==> src/rtl/display_scanner.sv <==
// display_scanner: time-multiplexes six BCD clock digits (HH:MM:SS) onto one
// shared seven-segment decoder. Each digit owns a fixed slot that opens with a
// blanking interval, and the block supports per-digit blinking and
// leading-zero blanking of the tens-of-hours digit.
module display_scanner #(
    parameter int SLOT_CYCLES  = 1000,
    parameter int BLANK_CYCLES = 50
) (
    input  logic        clk,
    input  logic        rst_n,
    input  logic [23:0] bcd_in,
    input  logic [5:0]  blink_mask,
    input  logic        blink_on,
    input  logic        lz_en,
    output logic [3:0]  num_out,
    output logic [5:0]  dig_sel
);

    localparam int CW = (SLOT_CYCLES > 2) ? $clog2(SLOT_CYCLES) : 1;
    localparam logic [CW-1:0] LAST_CNT = CW'(SLOT_CYCLES - 1);
    localparam logic [3:0] BLANK_CODE = 4'hF;

    // Slot counter, digit index, per-slot digit snapshot and registered outputs.
    // r_started is low only between reset and the first running edge, so that
    // edge is treated as the one entering cycle 0 of slot 0 and loads the
    // slot-0 snapshot.
    logic [CW-1:0] r_cnt;
    logic [2:0]    r_idx;
    logic [3:0]    r_snap;
    logic          r_started;
    logic [3:0]    r_num;
    logic [5:0]    r_dig;

    logic [CW-1:0] w_cnt_nxt;
    logic [2:0]    w_idx_nxt;
    logic          w_load;
    logic [3:0]    w_sel_digit;
    logic [3:0]    w_snap_nxt;
    logic [31:0]   w_cnt_ext;
    logic          w_blank;
    logic          w_hide;
    logic [3:0]    w_num_nxt;
    logic [5:0]    w_dig_nxt;

    // Next slot position: hold at slot 0 / cycle 0 on the first running edge,
    // otherwise count through the slot and advance the digit on wrap.
    always_comb begin
        w_cnt_nxt = r_cnt + CW'(1);
        w_idx_nxt = r_idx;
        w_load    = 1'b0;
        if (!r_started) begin
            w_cnt_nxt = '0;
            w_idx_nxt = 3'd0;
            w_load    = 1'b1;
        end else if (r_cnt == LAST_CNT) begin
            w_cnt_nxt = '0;
            w_idx_nxt = (r_idx == 3'd5) ? 3'd0 : r_idx + 3'd1;
            w_load    = 1'b1;
        end
    end

    // Pick the digit the next slot will display; only used on slot entry.
    always_comb begin
        w_sel_digit = bcd_in[3:0];
        case (w_idx_nxt)
            3'd0:    w_sel_digit = bcd_in[3:0];
            3'd1:    w_sel_digit = bcd_in[7:4];
            3'd2:    w_sel_digit = bcd_in[11:8];
            3'd3:    w_sel_digit = bcd_in[15:12];
            3'd4:    w_sel_digit = bcd_in[19:16];
            3'd5:    w_sel_digit = bcd_in[23:20];
            default: w_sel_digit = bcd_in[3:0];
        endcase
    end

    // Output values for the cycle being entered. The blanking test is written
    // as cnt+1 <= BLANK so it stays meaningful when BLANK_CYCLES is zero.
    always_comb begin
        w_snap_nxt = w_load ? w_sel_digit : r_snap;
        w_cnt_ext  = 32'(w_cnt_nxt);
        w_blank    = (w_cnt_ext + 32'd1) <= 32'(BLANK_CYCLES);
        w_hide     = (blink_mask[w_idx_nxt] && blink_on) ||
                     ((w_idx_nxt == 3'd5) && lz_en && (w_snap_nxt == 4'd0));
        w_dig_nxt  = 6'b0;
        w_num_nxt  = BLANK_CODE;
        if (!w_blank) begin
            w_dig_nxt = 6'b000001 << w_idx_nxt;
            w_num_nxt = w_hide ? BLANK_CODE : w_snap_nxt;
        end
    end

    // State and output registers; reset wins over everything, mid-slot too.
    always_ff @(posedge clk) begin
        if (!rst_n) begin
            r_cnt     <= '0;
            r_idx     <= 3'd0;
            r_snap    <= 4'd0;
            r_started <= 1'b0;
            r_num     <= BLANK_CODE;
            r_dig     <= 6'b0;
        end else begin
            r_cnt     <= w_cnt_nxt;
            r_idx     <= w_idx_nxt;
            r_snap    <= w_snap_nxt;
            r_started <= 1'b1;
            r_num     <= w_num_nxt;
            r_dig     <= w_dig_nxt;
        end
    end

    assign num_out = r_num;
    assign dig_sel = r_dig;

endmodule

==> config.mk <==
export PLATFORM = sky130hd
export DESIGN_NAME = display_scanner
export DESIGN_NICKNAME = d
export VERILOG_FILES = /design/src/rtl/display_scanner.sv
export SDC_FILE = /design/constraint.sdc
export NUM_CORES = 1
export LEC_CHECK = 0
export ABC_AREA = 1
export BUFFER_PORTS_ARGS = -buffer_cell sky130_fd_sc_hd__buf_4
export CORE_MARGIN = 5
export CORE_UTILIZATION = 57
export CTS_CLUSTER_SIZE = 40
export DETAILED_ROUTE_END_ITERATION = 6
export PLACE_DENSITY = 0.87
export SKIP_LAST_GASP = 1
export SYNTH_ARGS = -nofsm -noshare
export SYNTH_HDL_FRONTEND = slang
export SYNTH_SLANG_ARGS = --single-unit
==> constraint.sdc <==
create_clock -name clk -period 4.6 [get_ports clk]
set_clock_uncertainty 0.05 [all_clocks]
set_input_delay 0.46 -clock clk [delete_from_list [all_inputs] [get_ports clk]]
set_output_delay 0.46 -clock clk [all_outputs]
set_load 0.02 [all_outputs]
# After elaboration in Yosys (flattened, before gate mapping)
# Cells that the tools add are included.
[word_totals] reg_bits=28 latch_bits=0 ramBits=0 rom_bits=0 in_bits=34 out_inout_bits=10 wordCells=39 mem_count=0
[classes] addsub=3 multipliers=0 n_div=0 n_lt_le_gt_ge=2 n_eq_ne=7 n_shift=1 muxes=12 bitwise=1 reduce_logical=7
[ops] cell="2-to-1 mux 10 bit" n=2
[ops] cell="one-hot mux 4 bit (5 select lines)" n=1
[ops] cell="adder 10 x 1 -> 11 bit, second input constant" n=1
[ops] cell="less-or-equal comparator 11 x 6 -> 1 bit, second input constant" n=1
[ops] cell="adder 10 x 1 -> 10 bit, second input constant" n=1
[ops] cell="== test 10 bit, second input constant" n=1
[ops] cell="== test 3 bit, second input constant" n=3
[ops] cell="2-to-1 mux 3 bit" n=3
[ops] cell="== test 3 x 2 -> 1 bit, second input constant" n=2
[ops] cell="left shift 1 x 3 -> 6 bit, first input constant" n=1
[ops] cell="zero test 4 bit" n=1
[ops] cell="less-than comparator 3 x 4 -> 1 bit, second input constant" n=1
[ops] cell="2-to-1 mux 1 bit" n=4
[ops] cell="2-to-1 mux 4 bit" n=1
[ops] cell="adder 3 x 1 -> 3 bit, second input constant" n=1
[ops] cell="binary-select mux 1 bit (select 3 bit)" n=1
[ops] cell="== test 3 x 1 -> 1 bit, second input constant" n=1
[ops] cell="logical AND 1 bit" n=3
[ops] cell="OR reduction 3 bit" n=1
[ops] cell="OR reduction 2 bit" n=1
[ops] cell="logical OR 1 bit" n=1
[ops] cell="inverter 1 bit" n=1

# Logic depth before layout (Yosys ltp)
[depth] word_depth=11 mapped_depth=18 ltp_nobuf=18

# Worst setup path after synthesis
# Ideal clock, no wire load.
[synth_path] kind="register to register" from="register r_cnt[0]" to="register r_num[2] (netlist: num_out[2])" setup_ns=0.124 t_arrival_ns=2.148 t_required_ns=4.426 setup_slack_ns=2.278 path_stages_with_launch=18 n_path_buf=1 period_less_slack_ns=2.322 path_cell_list="dfxtp_1 > ha_1 > nand2_2 > nor2_4 > nand2_4 > nand2_2 > buf_4 > nor2_1 > ha_1 > xor2_1 > o21ai_0 > a21oi_1 > o21ai_0 > nand4_1 > nand3_1 > nand2_2 > nor2_4 > nand3_1"
[synth_between] word_cells_on_any_way=25 cone_classes="2 x add/sub; 1 x order compare; 6 x eq/ne; 10 x mux; 6 x reduce/logical"
[synth_lines] element="start: declaration" line="27" text="logic [CW-1:0] r_cnt;"
[synth_lines] element="start signal: assignment" line="102" text="r_cnt <= w_cnt_nxt;"
[synth_lines] element="adder 10 x 1 -> 10 bit or == test 10 bit (tied branches)" line="48, 55"
[synth_lines] element="2-to-1 mux 10 bit *" line="55" text="end else if (r_cnt == LAST_CNT) begin"
[synth_lines] element="2-to-1 mux 10 bit *" line="51" text="if (!r_started) begin"
[synth_lines] element="via w_cnt_nxt[1]" line="34" text="logic [CW-1:0] w_cnt_nxt;"
[synth_lines] element="adder 10 x 1 -> 11 bit *" line="81" text="w_blank = (w_cnt_ext + 32'd1) <= 32'(BLANK_CYCLES);"
[synth_lines] element="less-or-equal comparator 11 x 6 -> 1 bit *" line="81"
[synth_lines] element="OR reduction 3 bit (no source line) *"
[synth_lines] element="end signal: assignment" line="106" text="r_num <= w_num_nxt;"
[synth_lines] element="end: declaration" line="31" text="logic [3:0] r_num;"
# The timed path passes the listed nets; every way through them passes the cells marked *. The select of a mux whose other input is x is not followed.
# A chain may end at the register's enable or synchronous reset.

# Worst setup path in the final report
# Same ends and word-level chain as after synthesis.

==> impl_results.md <==
- Top-level I/O count: 44
- Seq/Total Area, Yosys: approximately a third
- HPWL Detailed: 3.37 mm
- Wire length of the first global-routing pass: 6.84 mm
- Max VDD drop: ~0.17 mV
- Wirelength, routed: 4.15 mm
- Initial cell density of the core: 58.6%
- Number of enable flip-flop cells after synthesis: 0
- Core Region: 3030 um^2
- HP Class: in2reg
- Synth Area in Adders: 2.11%
- Cell with the most instances after synthesis: sky130_fd_sc_hd__nand2_1
- H-tree depth: 1
- Cell with the largest stage delay on the worst path: sky130_fd_sc_hd__dfxtp_1
- DR WL met2: 2.21 mm
- Critical Path Start Type: register
- Flip-flop and latch count after synthesis: 28
- Number of global-route vias before repair: 1546
- Final estimated routing congestion in global placement: approximately 0.9
- Syn-to-layout area delta: 21.8%
- Number of endpoints with negative hold slack in the final report: 0
- Fraction of the cycle the final worst path needs: 57.9%
- Initial drt markers: 82
- Number of buffers added by the clock tree synthesis step: 3
- Top post-synthesis cells by area: sky130_fd_sc_hd__dfxtp_1 (32%), sky130_fd_sc_hd__nand2_1 (11%), sky130_fd_sc_hd__nand3_1 (8.2%), sky130_fd_sc_hd__nor2_1 (8.0%), sky130_fd_sc_hd__inv_1 (6.1%)
- Post-cts repair resize count: 0
- Die extent in x: 65.8 um
- Maximum number of pins on one net before global-route repair: 22
- Biggest cell delay along the critical path: 0.40 ns
- Gate count after technology mapping: 261
- Cell count after placement: 344
- Input/output buffers: 43
- Cell type contributing the most total cell area after synthesis: sky130_fd_sc_hd__dfxtp_1
- Transition time at the pin with the least slew margin: just under 0.5 ns
- Setup repair after global routing missed its margin: no
- Synth Area in XOR/XNOR: 0.493%
- Number of distinct standard cells referenced by the synthesized netlist: 31
- Count of nets after finishing: 342
- Internal power component: roughly 0.32 mW
- WL per Instance: 11.9 um
- Clock power share: 29.1%
- Multiplexer fraction of the synthesized cell area: 0%
- Share of total power in combinational logic: 11.0%
- Relative slew slack: a little under 70%
- Total vias in the final route: 1733
- Cell type with the highest occurrence count on the critical path: sky130_fd_sc_hd__nand2_2
- Number of max-cap violations: 0
- WL met3: approximately 130 um
- Post-CTS setup buffers: 0
- Sequential share of power: 59.9%
- Top cell types by occurrence after synthesis: sky130_fd_sc_hd__nand2_1 (54), sky130_fd_sc_hd__nor2_1 (38), sky130_fd_sc_hd__inv_1 (29), sky130_fd_sc_hd__nand3_1 (29), sky130_fd_sc_hd__dfxtp_1 (28)
- Max Fclk: between 0.3 and 0.4 GHz
- Run status: completed
- Number of antenna violations at the first check in global routing: 0
- Area of the mapped netlist: ~1800 um^2
- Crit Path Max Fanout: 13
- Chain of cells forming the critical path: ha_1, nand2_2, nor2_4, nand2_4, nand2_2, nor2_1, ha_1, xor2_1, o21ai_0, a21oi_1, o21ai_0, nand4_1, nand3_1, nand2_2, nor2_4, nand3_1
- Net switching share of the total power: a little under a quarter
- GR Overflow Total: 0
- Synth async-reset ratio: 0%
- Max Used Layer: met4
- Total power after layout: 0.415 mW
- Slew Limit Fails: 0
- Syn_nets: roughly 300
- PD cells: around 190 nW/um^2
- Clock tree from TritonCTS: done
- Antenna viol nets, final: 0
- Simple-gate portion of the synthesized area: 50.0%
- Clock root cell: sky130_fd_sc_hd__clkbuf_4
- Total DRC errors in the routed layout: 0
- Fraction of final layout cells sized beyond drive strength 1: 29.3%
- GR Util All Layers: about 20%
- Setup_tns: 0 ns
- Total number of placement rows: 20
- Area share of the leading cell type in the synthesized netlist: 31.6%
- Critical setup path kind: reg2reg
- Metal1 wirelength: 1.76 mm
- Number of setup violations in the final report: 0
- Synthesized-area fraction occupied by ao, oa, aoi and oai cells: 6.69%
- Number of buffers added to fix hold violations after cts: 0
- Sinks on the clock net: 28
- Post-route worst hold slack: 0.193 ns
- Core occupancy in the finished layout: a little under three quarters
- Antenna cells: 0
- Clock Path Buffers: 2
- Number of search-and-repair iterations in the first detailed-routing pass: 4
- Detail-routed via count per cell: between 4 and 5
- CP Data Required Time: about 4.8 ns
- Post-CTS clock slew at the launch and capture registers of the worst setup and hold paths: between 0.15 and 0.2 ns
- Count of yosys warnings during synthesis: 0
- Most used flip-flop cell after synthesis: sky130_fd_sc_hd__dfxtp_1
- Data arrival time of the worst path: 2.85 ns
- Critical path capture point type: register
- Crit path time final: 2.66 ns
- Leakage power total: 1.03 nW
- Clock latency of the later-clocked register in the worst-skew pair: 0.33 ns
- Mean cell area of the mapped netlist: 6.80 um^2
- Fin cells: roughly 350
- Die Y-Extent: 65.8 um
- Net Sw Power: 0.0964 mW
- Main combinational cell family by area after synthesis: simple AND/OR/NAND/NOR gates
- Die area: 4330 um^2
logic make-up (layout without fill, tap and decap cells):
logic type	count (synthesis)	count (layout)
flip-flops	28	28
XOR/XNOR	1	1
AND/OR/NAND/NOR	168	168
AO/OA/AOI/OAI	21	21
adder cells (fa/ha/maj)	3	3
buffers and inverters	40	83
per-layer routing:
layer  track usage, %  vias to the layer above
li1                 -                      918
met1             24.6                      788
met2             36.4                       23
met3             2.55                        4
met4             5.44                        0
met5                0                        -
metrics by stage:
stage	setup slack, ns	instance area [um^2]
final	1.94	2160
after detailed placement	1.96	2130
after CTS	1.94	2160
after global routing	1.66	2160
after floorplan	2.28	1780
after global placement	2.09	2130
power by group through the flow:
stage	combinational, mW	clock, mW	sequential, mW
2_1_floorplan	0.0198	0	0.253
3_3_place_gp	0.0443	0	0.254
3_5_place_dp	0.0454	0	0.254
4_1_cts	0.0458	0.123	0.249
5_1_grt	0.0507	0.135	0.249
6_report	0.0455	0.121	0.249
state kept, by name, summed over array words and instances (netlist names):
name	cells
r_cnt	10
r_started	1
num_out	4
r_idx	3
r_snap	4
dig_sel	6
path summary, 6_finish.rpt:
path,start,to,slack [ns],depth (start not counted)
max reg2reg,r_cnt[0],num_out[2],1.94,16
min,rst_n,r_started,0.19,1
max,r_cnt[0],num_out[2],1.94,16
min reg2reg,r_cnt[0],r_cnt[0],0.45,1
cells in the final DEF (no fill, tap or decap), drive strengths merged:
master,n
a21oi,8
clkbuf,4
nor2,51
dfxtp,28
nor3,6
xor2,1
nand3,34
ha,3
o21ai,11
inv,35
clkinv,1
nand2,68
nand4,7
o2111ai,1
or2,2
o21bai,1
buf,43
critical path, delay by kind of cell (launching register included):
kind | cells | cell delay (ns)
XOR/XNOR | 1 | 0.17
adder cells (fa/ha/maj) | 2 | 0.48
AND/OR/NAND/NOR | 10 | 1.26
AO/OA/AOI/OAI | 3 | 0.21
flip-flops | 1 | 0.40
area by class of cell:
| type | instances | area, um^2 |
|---|---|---|
| tap | 44 | 55.1 |
| clock buffer | 4 | 36.3 |
| sequential | 28 | 561 |
| multi-input combinational | 193 | 1050 |
| timing repair buffer | 43 | 323 |
| fill | 265 | 866 |
| inverter | 36 | 135 |
Power figures use the tool's default switching activity.
